[config.mk]
export PLATFORM = sky130hd
export DESIGN_NAME = div_ctrl_flat
export DESIGN_NICKNAME = d
export VERILOG_FILES = /design/src/rtl/div_ctrl_if.sv /design/src/rtl/div_ctrl.sv /design/src/flat_wrapper.sv
export SDC_FILE = /design/constraint.sdc
export NUM_CORES = 1
export LEC_CHECK = 0
export CORE_MARGIN = 2
export CORE_UTILIZATION = 33
export DETAILED_ROUTE_END_ITERATION = 16
export PLACE_DENSITY = 0.73
export SYNTH_ARGS = -nofsm -noshare
export SYNTH_HDL_FRONTEND = slang
export SYNTH_SLANG_ARGS = --single-unit
[constraint.sdc]
create_clock -name clk -period 2.1 [get_ports clk]
set_clock_uncertainty 0.15 [all_clocks]
set_input_delay 0.42 -clock clk [delete_from_list [all_inputs] [get_ports clk]]
set_output_delay 0.42 -clock clk [all_outputs]
set_load 0.02 [all_outputs]
[src/rtl/div_ctrl_if.sv]
// Handshake bundle between the EXE stage, div_ctrl and the two divider cores.
// master is the controller's view; slave is the pipeline/core environment.
interface div_ctrl_if #(
    parameter int unsigned DW = 32
);
    // pipeline request / response
    logic              req_valid;
    logic [3:0]        req_op;
    logic [DW-1:0]     req_src1;
    logic [DW-1:0]     req_src2;
    logic              res_ack;
    logic              flush;
    logic              ready_go;
    logic [DW-1:0]     result;
    logic              busy;

    // operands shared by both cores
    logic [DW-1:0]     dividend;
    logic [DW-1:0]     divisor;

    // signed core stream
    logic              s_tvalid;
    logic              s_tready;
    logic              s_dout_tvalid;
    logic [2*DW-1:0]   s_dout;

    // unsigned core stream
    logic              u_tvalid;
    logic              u_tready;
    logic              u_dout_tvalid;
    logic [2*DW-1:0]   u_dout;

    modport master (
        input  req_valid, req_op, req_src1, req_src2, res_ack, flush,
        input  s_tready, s_dout_tvalid, s_dout,
        input  u_tready, u_dout_tvalid, u_dout,
        output ready_go, result, busy, dividend, divisor, s_tvalid, u_tvalid
    );

    modport slave (
        output req_valid, req_op, req_src1, req_src2, res_ack, flush,
        output s_tready, s_dout_tvalid, s_dout,
        output u_tready, u_dout_tvalid, u_dout,
        input  ready_go, result, busy, dividend, divisor, s_tvalid, u_tvalid
    );
endinterface

[src/rtl/div_ctrl.sv]
// Sequences one divide request at a time onto the signed or unsigned divider
// core, holds the selected quotient/remainder, and drains cores after a flush.
module div_ctrl #(
    parameter int unsigned DW = 32
) (
    input  logic       clk,
    input  logic       reset,
    div_ctrl_if.master bus
);

    typedef enum logic [2:0] {
        IDLE  = 3'd0,
        ISSUE = 3'd1,
        WAIT  = 3'd2,
        DONE  = 3'd3,
        DRAIN = 3'd4
    } state_t;

    state_t          state;
    state_t          state_nxt;

    logic            ready_go_q,    ready_go_nxt;
    logic            busy_q,        busy_nxt;
    logic            s_tvalid_q,    s_tvalid_nxt;
    logic            u_tvalid_q,    u_tvalid_nxt;
    logic [DW-1:0]   result_q,      result_nxt;
    logic [DW-1:0]   dividend_q,    dividend_nxt;
    logic [DW-1:0]   divisor_q,     divisor_nxt;
    logic            is_unsigned_q, is_unsigned_nxt;
    logic            want_rem_q,    want_rem_nxt;

    logic            accept;
    logic            src2_zero;
    logic            op_unsigned;
    logic            op_rem;
    logic            sel_tvalid;
    logic            sel_tready;
    logic            xfer;
    logic            sel_dout_valid;
    logic [2*DW-1:0] sel_dout;
    logic            unused_op_div;

    // op[0] (signed div) is implied by the other three bits being clear
    assign unused_op_div  = bus.req_op[0];

    assign accept         = (state == IDLE) && bus.req_valid && !bus.flush;
    assign src2_zero      = (bus.req_src2 == '0);
    assign op_unsigned    = bus.req_op[1] | bus.req_op[3];
    assign op_rem         = bus.req_op[2] | bus.req_op[3];

    // only the core picked at accept time is ever listened to
    assign sel_tvalid     = is_unsigned_q ? u_tvalid_q        : s_tvalid_q;
    assign sel_tready     = is_unsigned_q ? bus.u_tready      : bus.s_tready;
    assign sel_dout_valid = is_unsigned_q ? bus.u_dout_tvalid : bus.s_dout_tvalid;
    assign sel_dout       = is_unsigned_q ? bus.u_dout        : bus.s_dout;
    assign xfer           = (state == ISSUE) && sel_tvalid && sel_tready;

    // state and every registered output
    always_ff @(posedge clk) begin
        if (reset) begin
            state         <= IDLE;
            ready_go_q    <= 1'b0;
            busy_q        <= 1'b0;
            s_tvalid_q    <= 1'b0;
            u_tvalid_q    <= 1'b0;
            result_q      <= '0;
            dividend_q    <= '0;
            divisor_q     <= '0;
            is_unsigned_q <= 1'b0;
            want_rem_q    <= 1'b0;
        end else begin
            state         <= state_nxt;
            ready_go_q    <= ready_go_nxt;
            busy_q        <= busy_nxt;
            s_tvalid_q    <= s_tvalid_nxt;
            u_tvalid_q    <= u_tvalid_nxt;
            result_q      <= result_nxt;
            dividend_q    <= dividend_nxt;
            divisor_q     <= divisor_nxt;
            is_unsigned_q <= is_unsigned_nxt;
            want_rem_q    <= want_rem_nxt;
        end
    end

    // next-state; flush takes priority over completion wherever both can occur
    always_comb begin
        state_nxt = state;
        case (state)
            IDLE: begin
                if (accept) begin
                    state_nxt = src2_zero ? DONE : ISSUE;
                end
            end
            ISSUE: begin
                if (bus.flush) begin
                    state_nxt = xfer ? DRAIN : IDLE;
                end else if (xfer) begin
                    state_nxt = WAIT;
                end
            end
            WAIT: begin
                if (sel_dout_valid) begin
                    state_nxt = bus.flush ? IDLE : DONE;
                end else if (bus.flush) begin
                    state_nxt = DRAIN;
                end
            end
            DONE: begin
                if (bus.flush || bus.res_ack) begin
                    state_nxt = IDLE;
                end
            end
            DRAIN: begin
                if (sel_dout_valid) begin
                    state_nxt = IDLE;
                end
            end
            default: state_nxt = IDLE;
        endcase
    end

    // register inputs; handshake flags decode the next state so they are clean flops
    always_comb begin
        dividend_nxt    = dividend_q;
        divisor_nxt     = divisor_q;
        is_unsigned_nxt = is_unsigned_q;
        want_rem_nxt    = want_rem_q;
        result_nxt      = result_q;

        if (accept) begin
            dividend_nxt    = bus.req_src1;
            divisor_nxt     = bus.req_src2;
            is_unsigned_nxt = op_unsigned;
            want_rem_nxt    = op_rem;
            if (src2_zero) begin
                result_nxt = op_rem ? bus.req_src1 : '0;
            end
        end

        if ((state == WAIT) && sel_dout_valid && !bus.flush) begin
            result_nxt = want_rem_q ? sel_dout[DW-1:0] : sel_dout[2*DW-1:DW];
        end

        ready_go_nxt = (state_nxt == DONE);
        busy_nxt     = (state_nxt != IDLE);
        s_tvalid_nxt = (state_nxt == ISSUE) && !is_unsigned_nxt;
        u_tvalid_nxt = (state_nxt == ISSUE) &&  is_unsigned_nxt;
    end

    assign bus.ready_go = ready_go_q;
    assign bus.busy     = busy_q;
    assign bus.s_tvalid = s_tvalid_q;
    assign bus.u_tvalid = u_tvalid_q;
    assign bus.result   = result_q;
    assign bus.dividend = dividend_q;
    assign bus.divisor  = divisor_q;

endmodule

[src/flat_wrapper.sv]
// flat-port wrapper written by rule: the top's interface ports become plain ports
module div_ctrl_flat 
#(
    parameter int unsigned DW = 32
)
  (clk, reset, bus_req_valid, bus_req_op, bus_req_src1, bus_req_src2, bus_res_ack, bus_flush, bus_s_tready, bus_s_dout_tvalid, bus_s_dout, bus_u_tready, bus_u_dout_tvalid, bus_u_dout, bus_ready_go, bus_result, bus_busy, bus_dividend, bus_divisor, bus_s_tvalid, bus_u_tvalid);
  div_ctrl_if #(.DW(DW)) bus_i ();
  input  logic clk;
  input  logic reset;
  input wire logic [$bits(bus_i.req_valid)-1:0] bus_req_valid;
  input wire logic [$bits(bus_i.req_op)-1:0] bus_req_op;
  input wire logic [$bits(bus_i.req_src1)-1:0] bus_req_src1;
  input wire logic [$bits(bus_i.req_src2)-1:0] bus_req_src2;
  input wire logic [$bits(bus_i.res_ack)-1:0] bus_res_ack;
  input wire logic [$bits(bus_i.flush)-1:0] bus_flush;
  input wire logic [$bits(bus_i.s_tready)-1:0] bus_s_tready;
  input wire logic [$bits(bus_i.s_dout_tvalid)-1:0] bus_s_dout_tvalid;
  input wire logic [$bits(bus_i.s_dout)-1:0] bus_s_dout;
  input wire logic [$bits(bus_i.u_tready)-1:0] bus_u_tready;
  input wire logic [$bits(bus_i.u_dout_tvalid)-1:0] bus_u_dout_tvalid;
  input wire logic [$bits(bus_i.u_dout)-1:0] bus_u_dout;
  output wire logic [$bits(bus_i.ready_go)-1:0] bus_ready_go;
  output wire logic [$bits(bus_i.result)-1:0] bus_result;
  output wire logic [$bits(bus_i.busy)-1:0] bus_busy;
  output wire logic [$bits(bus_i.dividend)-1:0] bus_dividend;
  output wire logic [$bits(bus_i.divisor)-1:0] bus_divisor;
  output wire logic [$bits(bus_i.s_tvalid)-1:0] bus_s_tvalid;
  output wire logic [$bits(bus_i.u_tvalid)-1:0] bus_u_tvalid;
  assign bus_i.req_valid = bus_req_valid;
  assign bus_i.req_op = bus_req_op;
  assign bus_i.req_src1 = bus_req_src1;
  assign bus_i.req_src2 = bus_req_src2;
  assign bus_i.res_ack = bus_res_ack;
  assign bus_i.flush = bus_flush;
  assign bus_i.s_tready = bus_s_tready;
  assign bus_i.s_dout_tvalid = bus_s_dout_tvalid;
  assign bus_i.s_dout = bus_s_dout;
  assign bus_i.u_tready = bus_u_tready;
  assign bus_i.u_dout_tvalid = bus_u_dout_tvalid;
  assign bus_i.u_dout = bus_u_dout;
  assign bus_ready_go = bus_i.ready_go;
  assign bus_result = bus_i.result;
  assign bus_busy = bus_i.busy;
  assign bus_dividend = bus_i.dividend;
  assign bus_divisor = bus_i.divisor;
  assign bus_s_tvalid = bus_i.s_tvalid;
  assign bus_u_tvalid = bus_i.u_tvalid;
  div_ctrl #(.DW(DW)) u_core (.clk(clk), .reset(reset), .bus(bus_i));
endmodule
After elaboration in Yosys (flattened, before gate mapping)
Index checks and enable logic that the tools add are counted.
{"block": "op_classes", "n_eq_ne": 6, "muxes": 21, "n_bitwise": 2, "n_reduce_logical": 17}
{"op": "32-bit two-way mux", "n": 5}
{"op": "64-bit two-way mux", "n": 1}
{"op": "32-bit zero test", "n": 1}
{"op": "3-bit two-way mux", "n": 8}
{"op": "3-bit case mux with 5 select lines", "n": 1}
{"op": "3-bit by 2-bit equality test with 1-bit output, second input constant", "n": 3}
{"op": "1-bit logical AND", "n": 8}
{"op": "3-bit by 1-bit equality test with 1-bit output, second input constant", "n": 2}
{"op": "1-bit two-way mux", "n": 4}
{"op": "2-bit two-way mux", "n": 2}
{"op": "2-bit nonzero test", "n": 2}
{"op": "3-bit equality test, second input constant", "n": 1}
{"op": "3-bit zero test", "n": 1}
{"op": "3-bit nonzero test", "n": 1}
{"op": "1-bit zero test", "n": 2}
{"op": "1-bit bitwise OR", "n": 2}
{"op": "2-bit AND reduction", "n": 1}
{"op": "1-bit logical OR", "n": 1}
{"block": "totals", "ff_bits": 105, "wordCells": 56}

Depth between registers and ports, before layout
{"block": "depth", "ltp_word": 8, "ltp_mapped": 7}

Least setup slack after synthesis
No wires, ideal clock.
{"block": "synth_timing", "kind": "in2reg", "start": "in bus_req_src2[25]", "end": "reg u_core.result_q[10], in the netlist u_core.bus.result[10]", "setup_time_ns": 0.138, "arrival_time_ns": 1.616, "setup_slack_ns": 0.197, "path_stages": 7, "n_path_buf": 2, "cell_sequence": "nor4_1 -> nand4_1 -> or3_4 -> buf_6 -> buf_2 -> nand3_1 -> o221ai_1"}
{"block": "synth_between", "elab_chain_len": 3}
{"element": "start: declaration", "line": "flat_wrapper.sv:13", "source": "input wire logic [$bits(bus_i.req_src2)-1:0] bus_req_src2;"}
{"element": "32-bit zero test", "line": "div_ctrl.sv:47", "source": "assign src2_zero = (bus.req_src2 == '0);"}
{"element": "2-bit nonzero test (no line)"}
{"element": "2-bit AND reduction (no line)"}
{"element": "end signal: assignment", "line": "div_ctrl.sv:77", "source": "result_q <= result_nxt;"}
{"element": "end: declaration", "line": "div_ctrl.sv:26", "source": "logic [DW-1:0] result_q, result_nxt;"}
Every way passes these cells.
A chain may end at the register's enable or synchronous reset.

Final worst setup path
{"block": "layout_timing", "start": "in bus_req_src2[8]", "end": "reg u_core.result_q[30], in the netlist u_core.bus.result[30]"}
The elaborated chain is that of the path after synthesis.

==> metrics.csv <==
stage,metric,value,unit
worst_hold_path,hold endpoint,u_core.bus.divisor[27],
layout,Layout Nets,1064,
layout,Layout Cells excl Fill,1050,
routing,remaining antenna violation count,0,
routing,DR WL/cell,17.8,um
synth,mux share of post-synthesis cell area,15.6,%
layout,Fillers,1289,
clock_network,total CTS buffers,9,
power,power per cell area,577,mW/mm^2
floorplan,initial cell density of the core,33.7,%
setup_path,Worst Path Arrival,2.21,ns
routing,DR vias/cell,5.06,
routing,DRT Pass-1 Iters,5,
synth,#FFs+latches synth,105,
power,Total Power,5.04,mW
grt,vias in the first global route,5197,
routing,initial DRC count,269,
sta,Max Slew Vio Count,0,
clock_network,Skew-Pair Late Insertion Delay,0.35,ns
layout,fin area,0.00873,sq mm
placement,Final HPWL DP,13900,um
sta,hold_ws,0.212,ns
synth,combinational family with the most area after synthesis,simple AND/OR/NAND/NOR gates,
grt,first-pass GRT wire length,28800,um
routing,vias,5316,
setup_path,crit end category,flip-flop,
synth,share of the synthesized area in the top cell type,43.1,%
job,Max Cap Violations,0,
placement,placed cell count,1032,
worst_hold_path,HP Class,input pin to flip-flop,
clock_network,CTS clock-pin slew for the worst setup and hold paths,0.07,ns
synth,XOR/XNOR share of the synthesized area,0,%
grt,largest net degree at the start of global routing,65,
routing,drt total wl,18700,um
run_status,status,finished clean,
synth,Mapped Cells,556,
worst_hold_path,HP Start,bus_req_src2[27],
synth,Mapped Avg Cell Area,8.77,sq um
setup_path,start-to-end type of the worst setup path,input pin to flip-flop,
clock_network,CTS Root Cell,clkbuf_16,
grt,initial antenna violation count,3,
synth,Synth Area in Adders,0,%
sta,Slew headroom,73.7,%
sta,final cycle utilization of the critical path,99.1,%
layout,area delta synth->final,79.1,%
floorplan,# IOs,305,
floorplan,Die Span Y,126,um
setup_path,r2r endpoint,u_core.bus.busy,
clock_network,Max clock buf depth,2,
setup_path,Worst R2R Setup Slack,0.17,ns
sta,final setup fails,0,
sta,Slew @ Worst Pin,0.394,ns
synth,post-synthesis simple-gate area fraction,20.7,%
clock_network,TritonCTS clock tree,built,
clock_network,hold_buf cts,0,
setup_path,worst reg2reg path startpoint,u_core.is_unsigned_q,
floorplan,die area,0.0158,sq mm
placement,Post-DP Area,0.00829,sq mm
sta,final critical-path setup slack,0.0199,ns
power,peak supply drop,442,uV
clock_network,Num Clock Sinks,105,
setup_path,startpoint class of the critical path,input pin,
placement,Port Buf Inserts,303,
placement,worst slack at placement,-0.597,ns
setup_path,Worst EP required,2.23,ns
floorplan,Core Area,0.0145,sq mm
grt,GRT overflow,0,
synth,Synth Net Count,761,
synth,Syn Std Cell Area,0.00487,sq mm
layout,share of cells above drive strength 1,12.2,%
synth,Cell variety after synth,36,
synth,sequential area share after synthesis,43.1,%
synth,Yosys Warn Count,0,
power,Pleak,3.32,nW
clock_network,# H-tree levels,3,
clock_network,"Setup Fix Bufs, Post-CTS",0,
grt,global-route usage over all layers,23.3,%
floorplan,Die X,126,um
routing,DRC errors left,0,
synth,Synth area leaders,"dfxtp_1 43%, mux4_2 15%, nand2_1 12%, a21oi_1 7.0%, o221ai_1 5.4%",
synth,post-synthesis compound-gate area fraction,14.0,%
layout,fin util,60.3,%
sta,fmax,481,MHz
sta,Tmin final,2.08,ns
placement,gpl congestion,0.835,
sta,final hold vios,0,
synth,most area-hungry cell type in the Yosys netlist,dfxtp_1,
setup_path,maximum fanout along the worst path,7,
worst_hold_path,worst hold stages,3,
setup_path,Reg2Reg Depth,6,
sta,Setup TNS,0,ns
floorplan,num rows,44,
==> worst max-delay path by stage <==
stage	startpoint	end	slack, ns	depth (start not counted)
after floorplan	bus_req_src2[25]	u_core.bus.result[10]	0.20	7
after detailed placement	bus_req_src2[17]	u_core.bus.result[9]	-0.60	8
after global placement	bus_req_src2[17]	u_core.bus.result[9]	-0.55	8
after global routing	bus_req_src2[8]	u_core.bus.result[29]	-0.008	6
final	bus_req_src2[8]	u_core.bus.result[30]	0.02	6
after CTS	bus_req_src2[26]	u_core.bus.result[30]	0.0009	6
==> logic make-up after synthesis <==
| group | after synthesis |
|---|---|
| mux | 35 |
| compound gates | 108 |
| buf+inv | 77 |
| simple gates | 231 |
| flops | 105 |
==> cells in the final DEF, fill, tap and decap left out, drive strengths merged <==
cell           Yosys  final
nor4               8      8
inv               31     32
a31oi              3      3
and2b              1      1
mux4              32     32
and3b              1      1
nand4              3      3
clkdlybuf4s50      0    279
clkinv             0      2
dfxtp            105    105
nand2b             1      1
buf               24     36
a21oi             68     68
dlymetal6s2s       0     17
nand3             33     33
clkinvlp           0      1
nor3b              1      1
or3b               2      2
nand2            162    162
nor2b              3      3
nor2               9      9
a211oi             1      1
o21ai              3      3
a21boi             2      2
clkbuf            22     10
mux2               3      3
o221ai            30     30
and2               3      3
or2                1      1
bufinv             0      2
clkdlybuf4s15      0      2
or3                1      1
dlygate4sd2        0      4
and3               1      1
diode              0      2
a41oi              1      1
nand3b             1      1
==> layout make-up <==
class                   count  area [sq um]  area share (%)
diodes                      2          5.00          0.0573
clock buffers              10           239            2.74
clock inverters             6          90.1            1.03
inverters                  31           116            1.33
multi-input cells         374          2520            28.8
flip-flops and latches    105          2100            24.1
well taps                 184           230            2.64
repair buffers            338          3430            39.3
==> critical path: stages <==
cell and delay, ns:
clkdlybuf4s50_1 0.46, nor4_2 0.22, nand4_1 0.19, or3_4 0.41, or3b_1 0.36, a21oi_1 0.13
==> where the power goes <==
part | internal, mW | leakage [nW] | switching [mW]
sequential | 2.06 | 0.854 | 0.0411
clock | 1.08 | 0.159 | 0.775
combinational | 0.644 | 2.30 | 0.440
==> flip-flops by register name, summed over array words and instances, names as in the netlist <==
name,flops
u_core.bus.busy,1
u_core.bus.dividend,32
u_core.bus.divisor,32
u_core.bus.ready_go,1
u_core.bus.result,32
u_core.bus.s_tvalid,1
u_core.bus.u_tvalid,1
u_core.is_unsigned_q,1
u_core.state,3
u_core.want_rem_q,1
==> timing repair <==
item / in CTS / in global routing
hold endpoints to repair: 0 / 0
resized for setup: 13 / 24
setup endpoints to repair: 36 / 35
pin swaps: 6 / 14
==> synth_stat cells (all sizes together) <==
master    n
or3       1
nand2b    1
a21boi    2
inv      31
or3b      2
and2b     1
nor3b     1
a31oi     3
nor4      8
nand2   162
mux4     32
a41oi     1
nor2      9
mux2      3
a21oi    68
a211oi    1
or2       1
and3b     1
o221ai   30
nand3b    1
clkbuf   22
and2      3
and3      1
buf      24
nand4     3
nor2b     3
o21ai     3
dfxtp   105
nand3    33
==> layer usage <==
| layer | share of wire, % | vias to the layer above | global-route usage [%] |
|---|---|---|---|
| met2 | 49 | 261 | 40.1 |
| met5 | 0.070 | - | 1.55 |
| met3 | 9.3 | 35 | 7.40 |
| met4 | 2.3 | 2 | 8.89 |
| li1 | - | 2552 | - |
| met1 | 39 | 2466 | 26.8 |
(Power assumes the default switching activity.)
